===== src/rtl/uart_rx_byte_fifo.sv =====
// Receive-side byte FIFO behind the UART receiver: one capture per rx_done rising
// edge, show-ahead valid/ready read port, sticky overflow flag for dropped bytes.
module uart_rx_byte_fifo #(
    parameter int DATA_W = 8,
    parameter int DEPTH  = 16,
    parameter int ADDR_W = 4
) (
    input  logic              clk,
    input  logic              reset,
    input  logic [DATA_W-1:0] rx_data,
    input  logic              rx_done,
    input  logic              rd_ready,
    output logic              rd_valid,
    output logic [DATA_W-1:0] rd_data,
    output logic [ADDR_W:0]   count,
    output logic              full,
    output logic              empty,
    output logic              overflow,
    input  logic              clr_overflow
);

    localparam logic [ADDR_W:0] FULL_CNT = (ADDR_W+1)'(DEPTH);

    logic [DATA_W-1:0] mem [DEPTH];

    logic              done_q;
    logic [ADDR_W-1:0] wr_ptr_q, wr_ptr_d;
    logic [ADDR_W-1:0] rd_ptr_q, rd_ptr_d;
    logic [ADDR_W:0]   count_q, count_d;
    logic              overflow_q, overflow_d;

    logic wr_req;
    logic pop;
    logic wr_acc;
    logic drop;

    // Status flags come from the occupancy counter, never from pointer compare.
    assign empty    = (count_q == '0);
    assign full     = (count_q == FULL_CNT);
    assign rd_valid = ~empty;
    assign rd_data  = mem[rd_ptr_q];
    assign count    = count_q;
    assign overflow = overflow_q;

    always_comb begin
        wr_req     = rx_done & ~done_q;
        pop        = rd_valid & rd_ready;
        wr_acc     = wr_req & (~full | pop);
        drop       = wr_req & ~wr_acc;

        wr_ptr_d   = wr_ptr_q;
        rd_ptr_d   = rd_ptr_q;
        count_d    = count_q;
        overflow_d = overflow_q;

        if (wr_acc) wr_ptr_d = wr_ptr_q + ADDR_W'(1);
        if (pop)    rd_ptr_d = rd_ptr_q + ADDR_W'(1);

        if (wr_acc && !pop)      count_d = count_q + (ADDR_W+1)'(1);
        else if (pop && !wr_acc) count_d = count_q - (ADDR_W+1)'(1);

        // A drop in the same cycle as a clear keeps the flag set.
        if (drop)              overflow_d = 1'b1;
        else if (clr_overflow) overflow_d = 1'b0;
    end

    always_ff @(posedge clk or posedge reset) begin
        if (reset) begin
            done_q     <= 1'b0;
            wr_ptr_q   <= '0;
            rd_ptr_q   <= '0;
            count_q    <= '0;
            overflow_q <= 1'b0;
        end else begin
            done_q     <= rx_done;
            wr_ptr_q   <= wr_ptr_d;
            rd_ptr_q   <= rd_ptr_d;
            count_q    <= count_d;
            overflow_q <= overflow_d;
        end
    end

    always_ff @(posedge clk) begin
        if (wr_acc) mem[wr_ptr_q] <= rx_data;
    end

endmodule


===== config.mk =====
export PLATFORM = sky130hd
export DESIGN_NAME = uart_rx_byte_fifo
export DESIGN_NICKNAME = d
export VERILOG_FILES = /design/src/rtl/uart_rx_byte_fifo.sv
export SDC_FILE = /design/constraint.sdc
export NUM_CORES = 1
export LEC_CHECK = 0
export ABC_AREA = 1
export BUFFER_PORTS_ARGS = -buffer_cell sky130_fd_sc_hd__buf_2
export CORE_MARGIN = 4
export CORE_UTILIZATION = 60
export CTS_CLUSTER_DIAMETER = 50
export DETAILED_ROUTE_END_ITERATION = 8
export PLACE_DENSITY = 0.78
export SKIP_CTS_REPAIR_TIMING = 1
export SLEW_MARGIN = 25
export SYNTH_ARGS = -nofsm -noshare
export SYNTH_HDL_FRONTEND = slang
export SYNTH_SLANG_ARGS = --single-unit

===== constraint.sdc =====
create_clock -name clk -period 6.1 [get_ports clk]
set_input_delay 0.305 -clock clk [delete_from_list [all_inputs] [get_ports clk]]
set_output_delay 0.305 -clock clk [all_outputs]
set_load 0.02 [all_outputs]

**After elaboration in Yosys (flattened, before gate mapping)**

Memory sizes are Yosys's and may differ from the RTL's.
Index checks and enable logic that the tools add are counted.

- Bits of input ports: 13
- Memory bits (writable): 128
- Register bits after elaboration: 15
- Word-level logic and storage cells: 33
- Memories kept: 1
- Output and inout bits: 17

- Bitwise operators: 9
- Eq/ne operators: 1
- $add $sub $neg: 4
- Reductions and logical operators: 7
- Multiplexer cells: 6

Memory list:

| memory | depth | bits a word | read ports | clocked after Yosys merged registers in | write ports | line | source |
|---|---|---|---|---|---|---|---|
| mem | 16 | 8 | 1 | 0 | 1 | 24 | `logic [DATA_W-1:0] mem [DEPTH];` |

Operators with widths:

| operator | count |
|---|---|
| $mux W5 | 2 |
| $add A4 B1 Y4 const B | 2 |
| $add A5 B1 Y5 const B | 1 |
| $eq A5 B5 Y1 const B | 1 |
| $logic_not A5 Y1 | 1 |
| $sub A5 B1 Y5 const B | 1 |
| $and A1 B1 Y1 | 4 |
| $mux W1 | 4 |
| $not A1 Y1 | 4 |
| $reduce_bool A2 Y1 | 2 |
| $logic_and A1 B1 Y1 | 2 |
| $logic_not A1 Y1 | 2 |
| $or A1 B1 Y1 | 1 |

**Longest topological paths before layout**

Gate-level depths: netlist of run 1.

- Depth in word-level cells: 9
- Gate-level depth with buffers: 13
- Mapped depth without buffers: 13

**Worst setup path after synthesis of run 1**

Ideal clock, no wire load.

- Path kind: register -> register
- Start point: reg count_q[0], in the netlist count[0]
- End point: reg count_q[4], in the netlist count[4]
- Buffers on the path: 0
- Data required time: 5983 ps
- Path slack: 3872 ps
- Stages on the path, launching flop included: 13
- Setup time: 117 ps
- Arrival time: 2112 ps
- Clock period less this slack: 2228 ps
- Cell sequence: dfrtp_1 -> nor2_1 -> nand3_1 -> nand2_2 -> ha_1 -> inv_1 -> ha_1 -> a21oi_1 -> nand2_1 -> o21ai_0 -> nand2_1 -> nand2_1 -> nand2_1

- Word-level cells in the longest chain between the ends: 8
- Elaborated cells between the ends (all ways): 16
- Those cells by class: add/sub: 2; eq/ne: 1; mux: 2; bitwise: 5; reduce/logical: 6

Ends and longest elaborated chain:

| what | line | source |
|---|---|---|
| from (decl) | 29 | `logic [ADDR_W:0] count_q, count_d;` |
| from (signal assigned) | 78 | `count_q <= count_d;` |
| $logic_not A5 Y1 * | 38 | `assign empty = (count_q == '0);` |
| $not A1 Y1 * | 40 | `assign rd_valid = ~empty;` |
| named net rd_valid | 13 | `output logic rd_valid,` |
| $and A1 B1 Y1 * | 47 | `pop = rd_valid & rd_ready;` |
| $or A1 B1 Y1 | 48 | `wr_acc = wr_req & (~full \| pop);` |
| $and A1 B1 Y1 | 48 |  |
| $logic_not A1 Y1 | 60 | `else if (pop && !wr_acc) count_d = count_q - (ADDR_W+1)'(1);` |
| $logic_and A1 B1 Y1 | 60 |  |
| $reduce_bool A2 Y1 (no line) | -- |  |

The timed path passes the listed nets; every way through them passes the cells marked *. The select of a mux whose other input is x is not followed.
A chain may end at the register's enable or synchronous reset.

**Worst setup path in the final report of run 1**

- Start point: reg rd_ptr_q[0]
- End point: out rd_data[5]

- Word-level cells in the longest chain between the ends: 1

Ends and longest elaborated chain:

| what | line | source |
|---|---|---|
| from (decl) | 28 | `logic [ADDR_W-1:0] rd_ptr_q, rd_ptr_d;` |
| from (signal assigned) | 77 | `rd_ptr_q <= rd_ptr_d;` |
| $mem_v2 Z16 W8 | -- |  |
| to (decl) | 14 | `output logic [DATA_W-1:0] rd_data,` |

Every way passes these cells.

==> out/results.tsv, run 1 <==
stage	metric	value	unit
run_status	status	finished, final reports clean	
critical_path	CP cell instances	buf_4 -> clkinv_2 -> nand2_1 -> nand3_1 -> nand3_1 -> nand3_1 -> nand2_1 -> buf_2	
critical_path	endpoint class of the critical path	primary output	
power_and_ir_drop	Logic pwr share	34.8	%
layout	final net count	699	
clocking	Root Buffer	clkbuf_8	
placed_design	DP Area	6720	sq um
power_and_ir_drop	Leak	3.21	nW
critical_path	worst-path fanout max	67	
sta	crit share post-route	60.3	%
placed_design	number of I/O port buffers	29	
clocking	clock buffer count from CTS	17	
drt	final WL	14.2	mm
critical_path	slowest cell delay on critical path	0.93	ns
synth	Top FF cell, synth	edfxtp_1	
sta	max frequency	0.272	GHz
critical_path	Data arrival, critical path	3.37	ns
sta	sum of negative setup slack	0	ns
drt	DR vias	4548	
clocking	clock-pin slew on the worst setup and hold paths	0.06	ns
worst_hold_path	Hold WC Path Type	input port to flip-flop	
power_and_ir_drop	Clk pwr share	28.4	%
synth	Synth Area per Inst	10.0	sq um
power_and_ir_drop	P_sw	0.00129	W
layout	Finished Layout Cells	825	
layout	Area Growth Syn to Fin	13.2	%
sta	Final min period	3.68	ns
synth	main area contributors after synthesis	edfxtp_1, nand2_1, nand3_1, inv_1, dfrtp_1	
clocking	clk buf depth	2	
synth	Seq/Total Area, Yosys	65.3	%
synth	post-synth top area share	59.5	%
critical_path	Setup CP Type	flip-flop to primary output	
clocking	clock sinks	143	
drt	drt pass-1 iters	5	
sta	Fin. Hold Viols	0	
layout	most frequent cells in the layout	nand2_1, edfxtp_1, inv_1, nand3_1, buf_2	
synth	synth unique cells	22	
global_route	first-pass GRT wire length	22.7	mm
critical_path	most frequent CP cell	nand3_1	
synth	ys async rst share	10.5	%
power_and_ir_drop	sw frac	38.6	%
sta	Finish-stage setup viols	0	
synth	Warnings, synthesis	0	
power_and_ir_drop	pwr dens	458	nW/um^2
global_route	gr ovfl total	0	
global_route	largest net degree at the start of global routing	68	
critical_path	CP startpoint kind	flip-flop	
global_route	antenna violations before repair	0	
sta	skew final	0.00819	ns
critical_path	Critical Path RT	5.79	ns
synth	Synth Cell Area	6460	sq um
floorplan	Ports	30	
synth	EDFF count, synth	128	
synth	Yosys reg bits	143	
layout	Design Area, Final	7310	sq um
layout	fill count	757	
floorplan	initial core utilization	62.0	%
power_and_ir_drop	VDD IR max	0.294	mV
placed_design	RePlAce Congestion	0.896	
sta	Slew @ Worst Pin	0.930	ns
drt	DRT iter0 DRCs	540	
drt	drt wl/cell	17.2	microns
power_and_ir_drop	Internal Power	0.00206	W
drt	# DRC	0	
layout	diode count	0	
sta	worst rel slew slack	37.9	%
run	Max-Cap Viols	0	
layout	share of layout cells above drive strength 1	12.0	%
floorplan	Die W	112	microns
sta	unrepaired setup endpoints after global routing	false	
synth	area leader, netlist	edfxtp_1	
drt	Routed Antenna Nets	0	
critical_path	Worst path slowest cell	clkinv_2	
floorplan	row count	37	
layout	commonest non-fill, non-tap cell in the layout	nand2_1	
synth	syn_nets	667	
floorplan	Die H	112	microns
floorplan	CORE AREA	10400	sq um
clocking	CTS tree	yes	
clocking	H-tree levels	4	
drt	vias per cell	5.51	
clocking	clk_lat worst skew	0.52	ns
sta	Pins Over Slew Limit	0	
floorplan	Die ar.	12500	sq um
placed_design	HPWL Detailed	8.65	mm
global_route	global-route usage over all layers	23.8	%
placed_design	Placed Instances	790	
global_route	vias in the first global route	4323	
power_and_ir_drop	sequential share of power	36.8	%
layout	Sequential Area	4220	sq um
synth	Post-Synthesis Cells	644	
layout	area of the multi-input gates	1690	sq um
[through the flow]
| stage | hold WS [ns] | setup slack [ns] | power (W) | utilization [%] |
|---|---|---|---|---|
| 2_1_floorplan | 0.206 | 3.87 | 0.00208 | - |
| 3_3_place_gp | 0.413 | 3.36 | 0.00235 | 64.0 |
| 3_5_place_dp | 0.416 | 3.17 | 0.00239 | 64.5 |
| 4_1_cts | -0.152 | 2.77 | 0.00335 | 69.8 |
| 5_1_grt | 0.101 | 2.19 | 0.00354 | 70.2 |
| 6_report | 0.102 | 2.42 | 0.00335 | 70.2 |
[critical path, delay by kind of cell, from the launching register on]
family / cells / cell delay (ns)
buffers and inverters: 3 / 1.67
and+or+nand+nor: 5 / 0.81
DFF: 1 / 0.34
[power by group through the flow]
| stage | clock network (W) | logic (W) | registers, W |
|---|---|---|---|
| 3_3_place_gp | 0 | 0.00110 | 0.00124 |
| 2_1_floorplan | 0 | 0.000848 | 0.00123 |
| 3_5_place_dp | 0 | 0.00114 | 0.00125 |
| 5_1_grt | 0.00101 | 0.00129 | 0.00124 |
| 6_report | 0.000951 | 0.00117 | 0.00123 |
| 4_1_cts | 0.000961 | 0.00116 | 0.00123 |
[state kept, by name (all words and copies together), names as in the netlist]
name,cells
count,5
done_q,1
mem,128
overflow,1
rd_ptr_q,4
wr_ptr_q,4
[kinds of logic (layout without fill, tap and decap cells)]
group | count (synthesis) | in the layout | share of synthesized area (%)
AND/OR/NAND/NOR | 330 | 330 | 21.6
buffers and inverters | 145 | 190 | 9.43
flip-flops | 143 | 143 | 65.3
adder cells (fa/ha/maj) | 10 | 10 | 2.05
AO/OA/AOI/OAI | 10 | 10 | 0.775
XOR/XNOR | 6 | 6 | 0.814
[per-layer routing]
metal	up-vias	routed length, microns	track usage, %	part of all wire [%]
li1	2144	-	-	-
met4	0	272	8.27	1.9
met1	2166	5980	32.7	42
met2	215	6900	37.5	49
met3	23	1020	5.87	7.2
met5	-	0	0	0
[path summary, 6_finish.rpt]
kind / startpoint / endpoint / slack [ns] / cells after the start
min in group asynchronous: reset / count[1] / 0.41 / 3
worst max register to register: count[0] / count[4] / 3.10 / 13
worst max-delay path: rd_ptr_q[0] / rd_data[5] / 2.42 / 8
worst min register to register: overflow / overflow / 0.54 / 2
max in group asynchronous: reset / rd_ptr_q[0] / 5.23 / 3
worst min-delay path: rd_ready / overflow / 0.10 / 4
[synthesized netlist by cell type (4+ instances only)]
cell type / instances
a21oi_1: 4
dfrtp_1: 15
nand2_1: 197
inv_1: 115
nand3_1: 105
nor2_1: 10
ha_1: 9
edfxtp_1: 128
buf_4: 11
buf_2: 13
o21ai_0: 4
xor2_1: 4
nor3_1: 16
[area by class of cell]
cell class                 instances  share of cell area, %
sequential                       143                   57.7
inverter                         118                   6.07
clock buffer                      19                   6.04
multi-input combinational        356                   23.0
timing repair buffer              40                   3.22
tap                              136                   2.33
clock inverter                    13                   1.57
Power figures use the tool's default switching activity.
==> run 2, diff against run 1 <==
==> constraint.sdc (replaced) <==
create_clock -name clk -period 3.54 [get_ports clk]
set_input_delay 0.177 -clock clk [delete_from_list [all_inputs] [get_ports clk]]
set_output_delay 0.177 -clock clk [all_outputs]
set_load 0.02 [all_outputs]
==> out/results.tsv, run 2 (synthesis results as in run 1) <==
stage	metric	value	unit	change
worst_hold_path	worst hold path startpoint	rx_data[6]		
critical_path	reg2reg start	count[0]		
drt	Routed Antenna Nets	0		unchanged
drt	DR vias	4571		+0.51%
layout	fill count	702		-7.3%
sta	unrepaired setup endpoints after global routing	false		
drt	drt wl/cell	17.5	microns	+1.8%
global_route	vias in the first global route	4515		+4.4%
power_and_ir_drop	VDD IR max	0.535	mV	+82%
run	Max-Cap Viols	0		unchanged
critical_path	Critical R2R Capture	count[4]		
layout	share of layout cells above drive strength 1	11.0	%	-1.0 points
power_and_ir_drop	sequential share of power	35.4	%	-1.4 points
global_route	GR Util met2	40.5	%	+3.0 points
layout	commonest non-fill, non-tap cell in the layout	nand2_1		
sta	max frequency	0.387	GHz	
power_and_ir_drop	Logic pwr share	35.0	%	+0.2 points
clocking	clk buf depth	2		unchanged
critical_path	endpoint class of the critical path	flip-flop		
sta	Fin. Hold Viols	0		unchanged
sta	crit share post-route	73.0	%	
floorplan	Ports	30		unchanged
global_route	gr ovfl total	0		unchanged
drt	vias per cell	5.47		-0.82%
power_and_ir_drop	Leak	3.28	nW	+2.0%
sta	skew final	0.00675	ns	-0.00144 ns
power_and_ir_drop	pwr dens	802	nW/um^2	+75%
drt	# DRC	0		unchanged
global_route	largest net degree at the start of global routing	67		-1.5%
run_status	status	finished, final reports clean		
critical_path	r2r setup slk	0.96	ns	-2.14 ns
drt	drt pass-1 iters	5		unchanged
layout	diode count	0		unchanged
critical_path	reg2reg path depth	14		+1
floorplan	CORE AREA	10400	sq um	unchanged
floorplan	Die H	112	microns	unchanged
drt	DRT iter0 DRCs	502		-7.0%
critical_path	Data arrival, critical path	3.00	ns	-0.37 ns
critical_path	Critical Path Source	count[0]		
clocking	clock sinks	143		unchanged
sta	Pins Over Slew Limit	0		unchanged
sta	Final min period	2.58	ns	
floorplan	initial core utilization	62.0	%	unchanged
sta	sum of negative setup slack	0	ns	unchanged
critical_path	CP startpoint kind	flip-flop		
layout	Area Growth Syn to Fin	14.3	%	
clocking	CTS tree	yes		
global_route	met3 Resource Use GR	5.92	%	+0.054 points
layout	Reg with most FFs	mem		
layout	final net count	710		+1.6%
placed_design	number of I/O port buffers	29		unchanged
clocking	clk_lat worst skew	0.52	ns	about the same
worst_hold_path	Hold EP	mem[13][6]		
critical_path	Setup CP Type	flip-flop to flip-flop		
clocking	clock-pin slew on the worst setup and hold paths	0.06	ns	about the same
global_route	global-route usage over all layers	24.4	%	+0.60 points
global_route	GR peak layer	met2		
clocking	Root Buffer	clkbuf_8		
sta	Slew @ Worst Pin	0.786	ns	-0.145 ns
critical_path	worst-path fanout max	22		-67%
worst_hold_path	Hold Crit Depth	1		-3
layout	most frequent cells in the layout	nand2_1, edfxtp_1, inv_1, nand3_1, buf_2		
worst_hold_path	Hold WC Path Type	input port to flip-flop		
placed_design	HPWL Detailed	8.68	mm	+0.25%
global_route	GR Util met1	32.4	%	-0.27 points
sta	Finish-stage setup viols	0		unchanged
clocking	H-tree levels	4		unchanged
power_and_ir_drop	Clk pwr share	29.6	%	+1.2 points
drt	final WL	14.6	mm	+3.2%
clocking	clock buffer count from CTS	17		unchanged
floorplan	Die ar.	12500	sq um	unchanged
floorplan	row count	37		unchanged
global_route	first-pass GRT wire length	23.4	mm	+3.0%
power_and_ir_drop	Internal Power	0.00373	W	+81%
global_route	antenna violations before repair	0		unchanged
critical_path	Critical Path RT	3.96	ns	-1.83 ns
power_and_ir_drop	sw frac	37.0	%	-1.6 points
power_and_ir_drop	Final Power	0.00592	W	+77%
sta	worst rel slew slack	47.3	%	+9.4 points
layout	number of flip-flops in the largest register	128		unchanged
floorplan	Die W	112	microns	unchanged
power_and_ir_drop	P_sw	0.00219	W	+70%
placed_design	RePlAce Congestion	0.875		-2.4%
run 2: per-layer routing:
| metal | share of wire, % | routed length [microns] | vias up |
|---|---|---|---|
| met5 | 0 | 0 | - |
| met4 | 1.8 | 268 | 0 |
| met3 | 9.1 | 1330 | 27 |
| met2 | 50 | 7370 | 230 |
| met1 | 39 | 5660 | 2146 |
| li1 | - | - | 2168 |
run 2: power by group through the flow:
stage	sequential [W]	combinational [W]	clock (W)
final	0.00209	0.00207	0.00175
after global routing	0.00211	0.00228	0.00186
after CTS	0.00209	0.00205	0.00176
after detailed placement	0.00212	0.00202	0
after global placement	0.00211	0.00194	0
after floorplan	0.00213	0.00146	0
run 2: final cells by class:
type,instances,area [sq um],share of cell area (%)
inverters,118,443,6.00
multi-input cells,356,1650,22.4
clock buffers,23,437,5.92
clock inverters,9,140,1.90
repair buffers,51,320,4.34
flip-flops and latches,143,4220,57.2
well taps,136,170,2.31
run 2: stage by stage:
stage / util, % / hold WS (ns) / instance area, sq um / std cells / worst slack [ns]
finish: 70.9 / 0.0492 / 7380 / 836 / 0.956
global route: 70.9 / 0.0467 / 7380 / 836 / 0.740
CTS: 70.5 / -0.257 / 7340 / 832 / 0.961
detailed placement: 64.9 / 0.301 / 6760 / 800 / 1.05
global placement: 64.7 / 0.287 / 6740 / 800 / 1.18
floorplan: - / 0.0785 / 6460 / 644 / 1.31
run 2: worst max path at each step:
stage | end | slack (ns) | cells after the start
after detailed placement | count[4] | 1.05 | 14
final | count[4] | 0.96 | 14
after floorplan | count[4] | 1.31 | 12
after CTS | rd_data[3] | 0.96 | 9
after global placement | count[4] | 1.18 | 14
after global routing | count[4] | 0.74 | 14
run 2: worst max-delay path, cell delays in order (launching register included):
cell and delay (ns):
dfrtp_1 0.44, nor2_1 0.27, nand4_1 0.12, nand2_1 0.09, buf_4 0.24, inv_1 0.11
ha_1 0.21, inv_1 0.16, ha_1 0.31, a21oi_1 0.22, nand2_1 0.07, o21ai_0 0.07
nand2_1 0.07, nand2_1 0.06, nand2_1 0.04
